**src/rtl/mvu_pkg.sv**
```systemverilog
// Shared MVU types: weight-loader FSM state encoding.
package mvu_pkg;

    typedef enum logic [1:0] {
        IDLE = 2'd0,
        LOAD = 2'd1,
        DONE = 2'd2
    } wload_state_t;

endpackage

```
**src/rtl/mvu_wrap_counter.sv**
```systemverilog
// Modulo-(MAX+1) counter with synchronous clear; wrap flags the increment
// that returns the count to zero, so instances can be chained.
module mvu_wrap_counter #(
    parameter int unsigned MAX = 1,
    parameter int unsigned W   = (MAX > 0) ? $clog2(MAX + 1) : 1
) (
    input  logic         clock,
    input  logic         reset,
    input  logic         clear,
    input  logic         inc,
    output logic [W-1:0] count,
    output logic         wrap
);

    logic [W-1:0] count_r;
    logic         at_max_s;

    assign at_max_s = (count_r == W'(MAX));
    assign wrap     = inc & at_max_s;
    assign count    = count_r;

    // count register: clear wins over increment
    always_ff @(posedge clock) begin
        if (reset) begin
            count_r <= '0;
        end else if (clear) begin
            count_r <= '0;
        end else if (inc) begin
            if (at_max_s) begin
                count_r <= '0;
            end else begin
                count_r <= count_r + W'(1);
            end
        end else begin
            count_r <= count_r;
        end
    end

endmodule

```
**src/rtl/mvu_weight_mem_loader.sv**
```systemverilog
// Streams SIMD-wide weight words into per-PE weight memories, address-major
// and PE-minor, with a one-cycle registered write port and done pulse.
module mvu_weight_mem_loader
    import mvu_pkg::*;
#(
    parameter int unsigned SIMD         = 2,
    parameter int unsigned PE           = 2,
    parameter int unsigned TW           = 1,
    parameter int unsigned WMEM_DEPTH   = 4,
    parameter int unsigned WMEM_ADDR_BW = (WMEM_DEPTH > 1) ? $clog2(WMEM_DEPTH) : 1
) (
    input  logic                    clock,
    input  logic                    reset,
    input  logic                    load_start,
    input  logic [SIMD*TW-1:0]      s_data,
    input  logic                    s_valid,
    output logic                    s_ready,
    output logic [PE-1:0]           wmem_we,
    output logic [WMEM_ADDR_BW-1:0] wmem_waddr,
    output logic [SIMD*TW-1:0]      wmem_wdata,
    output logic                    busy,
    output logic                    load_done
);

    localparam int unsigned PE_CNT_W = (PE > 1) ? $clog2(PE) : 1;

    wload_state_t             state_r;
    wload_state_t             next_state_s;
    logic                     s_ready_r;
    logic                     busy_r;
    logic                     load_done_r;
    logic [PE-1:0]            we_r;
    logic [WMEM_ADDR_BW-1:0]  waddr_r;
    logic [SIMD*TW-1:0]       wdata_r;

    logic                     beat_s;
    logic                     clear_s;
    logic                     pe_wrap_s;
    logic                     last_beat_s;
    logic [PE_CNT_W-1:0]      pe_cnt_s;
    logic [WMEM_ADDR_BW-1:0]  addr_cnt_s;
    logic [PE-1:0]            we_dec_s;

    // s_ready_r is high exactly in LOAD, so it doubles as the accept qualifier
    assign beat_s  = s_valid & s_ready_r;
    assign clear_s = (state_r == IDLE) & load_start;

    mvu_wrap_counter #(.MAX(PE - 1), .W(PE_CNT_W)) u_pe_cnt (
        .clock (clock),
        .reset (reset),
        .clear (clear_s),
        .inc   (beat_s),
        .count (pe_cnt_s),
        .wrap  (pe_wrap_s)
    );

    mvu_wrap_counter #(.MAX(WMEM_DEPTH - 1), .W(WMEM_ADDR_BW)) u_addr_cnt (
        .clock (clock),
        .reset (reset),
        .clear (clear_s),
        .inc   (pe_wrap_s),
        .count (addr_cnt_s),
        .wrap  (last_beat_s)
    );

    // next-state logic; load_start only matters in IDLE
    always_comb begin
        next_state_s = state_r;
        case (state_r)
            IDLE: begin
                if (load_start) begin
                    next_state_s = LOAD;
                end else begin
                    next_state_s = IDLE;
                end
            end
            LOAD: begin
                if (last_beat_s) begin
                    next_state_s = DONE;
                end else begin
                    next_state_s = LOAD;
                end
            end
            DONE:    next_state_s = IDLE;
            default: next_state_s = IDLE;
        endcase
    end

    // one-hot PE strobe decode of the current PE counter
    always_comb begin
        we_dec_s = '0;
        for (int p = 0; p < int'(PE); p++) begin
            we_dec_s[p] = (pe_cnt_s == PE_CNT_W'(p));
        end
    end

    // state register plus registered state decodes
    always_ff @(posedge clock) begin
        if (reset) begin
            state_r     <= IDLE;
            s_ready_r   <= 1'b0;
            busy_r      <= 1'b0;
            load_done_r <= 1'b0;
        end else begin
            state_r     <= next_state_s;
            s_ready_r   <= (next_state_s == LOAD);
            busy_r      <= (next_state_s != IDLE);
            load_done_r <= (next_state_s == DONE);
        end
    end

    // write port register: strobe for one cycle, address/data hold otherwise
    always_ff @(posedge clock) begin
        if (reset) begin
            we_r    <= '0;
            waddr_r <= '0;
            wdata_r <= '0;
        end else if (beat_s) begin
            we_r    <= we_dec_s;
            waddr_r <= addr_cnt_s;
            wdata_r <= s_data;
        end else begin
            we_r    <= '0;
            waddr_r <= waddr_r;
            wdata_r <= wdata_r;
        end
    end

    assign s_ready    = s_ready_r;
    assign busy       = busy_r;
    assign load_done  = load_done_r;
    assign wmem_we    = we_r;
    assign wmem_waddr = waddr_r;
    assign wmem_wdata = wdata_r;

endmodule
```
**config.mk**
```make
export PLATFORM = sky130hd
export DESIGN_NAME = mvu_weight_mem_loader
export DESIGN_NICKNAME = d
export VERILOG_FILES = /design/src/rtl/mvu_pkg.sv /design/src/rtl/mvu_wrap_counter.sv /design/src/rtl/mvu_weight_mem_loader.sv
export SDC_FILE = /design/constraint.sdc
export NUM_CORES = 1
export LEC_CHECK = 0
export CAP_MARGIN = 40
export CORE_MARGIN = 2
export CORE_UTILIZATION = 40
export DETAILED_ROUTE_END_ITERATION = 10
export PLACE_DENSITY = 0.75
export SLEW_MARGIN = 20
export SYNTH_ARGS = -nofsm -noshare
export SYNTH_HDL_FRONTEND = slang
export SYNTH_HIERARCHICAL = 1
export SYNTH_SLANG_ARGS = --single-unit
export TNS_END_PERCENT = 10
```
**constraint.sdc**
```tcl
create_clock -name clock -period 2.9 [get_ports clock]
set_input_delay 0.58 -clock clock [delete_from_list [all_inputs] [get_ports clock]]
set_output_delay 0.58 -clock clock [all_outputs]
set_load 0.02 [all_outputs]
```
==> summary.md <==
| Metric | Value |
|---|---|
| Detailed-route via count | between 400 and 500 |
| Final nets | 76 |
| Initial DRC count | 4 |
| Mapped Nets | 60 |
| Die Area | between 1500 and 2000 µm² |
| Core area | roughly 1300 µm² |
| GRT Total Usage | a little over an eighth |
| Synth warn | 6 |
| Gpl congestion | about 0.65 |
| # DRC | 0 |
| Register bit count reported by yosys | 14 |
| Mapped Avg Cell Area | approximately 11 µm² |
| Routed Antenna Nets | 0 |
| Worst-path clk slew | 0.08 ns |
| CP Data Required Time | 2.32 ns |
| DIE WIDTH | between 40 and 50 µm |
| Setup crit start | s_ready |
| First-pass GRT wire length | roughly 1.7 mm |
| Sequential fraction of the synthesis area | roughly 50% |
| Register-to-register setup slack | 1.33 ns |
| Netlist cell types | 23 |
| Critical-path cell list | clkdlybuf4s50_1 |
| Largest family of logic cells by synthesized area | simple AND/OR/NAND/NOR gates |
| Row Count | 13 |
| Synth Area in Adders | 2.20% |
| First-pass DRT Iterations | 4 |
| Min Tclk post-route | about 2.0 ns |
| Routed WL | 954 µm |
| Clock Latency Late Sink | roughly 0.28 ns |
| Hold_ws | roughly 0.49 ns |
| Post-synthesis xor/xnor area fraction | approximately 1.5% |
| Max frequency | about 490 MHz |
| CP Class | reg2out |
| RSZ-0062 raised after global routing | no |
| Initial antenna violation count | 0 |
| Clk_skew | approximately 0.0046 ns |
| CP Capture Point | s_ready |
| Most numerous cell in the Yosys netlist | dfxtp_1 |
| Overflow after GRT | 0 |
| Post-synthesis mux area share | approximately 1.8% |
| Area Growth Syn to Fin | 30.2% |
| Die Height | about 42 µm |
| Worst hold path type | reg2reg |
| Post-synth EDFFs | 0 |
| Wire per inst | approximately 11 µm |
| Largest net degree at the start of global routing | 15 |
| Family with the most delay on the worst path | buffers and inverters |
| Max cap viols | 0 |
| Slowest stage cell on the critical path | clkdlybuf4s50_1 |
| Placed inst area | roughly 700 µm² |
| Worst r2r dst | u_addr_cnt/count[0] |
| Yosys top cell by area | dfxtp_1 |
| Port buffer count | 14 |
| Diodes inserted | 0 |
| Synth Area in Compound Gates | between 10% and 20% |
| Syn Inst Count | 53 |
| Worst path bufs/invs | 1 |
| Initial Utilization | a little over two fifths |
| Setup TNS | 0 ns |
| Synth top area cells | dfxtp_1, a21bo_1, a21oi_2, nor3_1, nand3_1 |
| Commonest cells in the synthesized netlist | dfxtp_1, nor3_1, a21bo_1, a21oi_2, nand3_1 |
| Clock sinks | 14 |
| Total Power | between 300 and 400 µW |
| Final setup violation count | 0 |
| Slew Limit Fails | 0 |
| Vias in the first global route | between 300 and 400 |
| Static leakage | about 0.27 nW |
| CP max FO | 10 |
| Cts hold-fix bufs | 0 |
| Ys flop type | dfxtp_1 |
| Worst-margin pin slew | a little over 0.6 ns |
| Worst endpoint data arrival time | roughly 1.5 ns |
| Slew margin rel. | between 50 and 60% |
| Layout cells sized above 1 | roughly 18% |
| Critical path depth | 1 |
| Status | completed |
| CTS tree | yes |
| Post-CTS Resized | 0 |
| Async S/R FF share, synth | 0% |
| CP endpoint kind | output port |
| TritonCTS Buffers | 3 |
| CTS max path bufs | 2 |
| Period utilization | between 70% and 80% |
| H-tree levels | 1 |
| Simple-Gate Fraction of Synth Area | ~22% |
| Yosys top cell area share | roughly 49% |
| Slowest stage delay, CP | 0.67 ns |
| Hold Vio Cnt, Final | 0 |
| Cell Pwr Density | 514 nW/µm² |
| Worst r2r src | s_ready |
| Root Driver | clkbuf_4 |
| Boundary Pins | 15 |
| Vias per inst | between 5 and 6 |
| Synthesized cell area | ~570 µm² |
| Post-DP HPWL | between 600 and 700 µm |
| Final Cell Area | approximately 740 µm² |
| VDD IR max | around 0.27 mV |
| Reg2Reg Depth | 5 |
| Worst setup SP type | flip-flop |
| Post-CTS setup buffer count | 0 |
registers in the layout, indices dropped and copies added, names as in the netlist:
signal and cells:
u_addr_cnt/count 2, s_ready 1, wmem_wdata 2, wmem_waddr 2
busy 1, wmem_we 2, state_r 2, u_pe_cnt/count 1
load_done 1
worst min path at each step:
stage	end	start	cells past startpoint
floorplan	wmem_we[0]	u_pe_cnt/count	1
global placement	wmem_we[0]	u_pe_cnt/count	1
detailed placement	wmem_we[0]	u_pe_cnt/count	1
CTS	wmem_we[0]	u_pe_cnt/count	1
global route	wmem_we[0]	u_pe_cnt/count	1
finish	wmem_we[0]	u_pe_cnt/count	1
layout by cell type, fill, tap and decap left out, drive strengths merged:
cell / synthesis / layout
or3b: 1 / 1
nor3b: 1 / 1
nor3: 6 / 6
a211oi: 3 / 3
a21bo: 4 / 4
xnor2: 1 / 1
nor2: 2 / 2
dfxtp: 14 / 14
nand3: 4 / 4
mux2i: 1 / 1
clkbuf: 0 / 4
nand2: 2 / 2
clkdlybuf4s50: 0 / 14
inv: 1 / 1
ha: 1 / 1
and2: 2 / 2
nand2b: 3 / 3
a21oi: 4 / 4
layout make-up:
class | count | area (µm²)
Clock buffer | 4 | 36.3
Fill cell | 129 | 578
Tap cell | 15 | 18.8
Sequential cell | 14 | 280
Inverter | 1 | 3.75
Multi-Input combinational cell | 35 | 260
Timing Repair Buffer | 14 | 140
power breakdown:
part,switching [mW],internal [mW]
sequential,0.00576,0.198
combinational,0.0195,0.0198
clock,0.0605,0.0764
total,0.0858,0.294
metrics by stage:
| step | setup WS, ns | utilization, % | instances |
|---|---|---|---|
| finish | 0.864 | 56.1 | 83 |
| global route | 0.782 | 56.1 | 83 |
| CTS | 0.839 | 56.1 | 83 |
| detailed placement | 0.631 | 53.4 | 79 |
| global placement | 0.670 | 53.4 | 79 |
| floorplan | 1.30 | - | 53 |
cell families after synthesis:
| logic type | Yosys count |
|---|---|
| AO/OA/AOI/OAI | 11 |
| multiplexers | 1 |
| XOR/XNOR | 1 |
| buffers and inverters | 4 |
| adder cells (fa/ha/maj) | 1 |
| AND/OR/NAND/NOR | 21 |
| flip-flops | 14 |
metal layers:
layer / track usage, % / part of all wire [%] / vias up
met1: 17.2 / 47 / 198
li1: - / - / 217
met5: 0 / 0 / -
met2: 16.6 / 48 / 10
met4: 11.6 / 1.2 / 0
met3: 5.65 / 4.1 / 2
No activity file was read; power rests on OpenSTA's default activity.
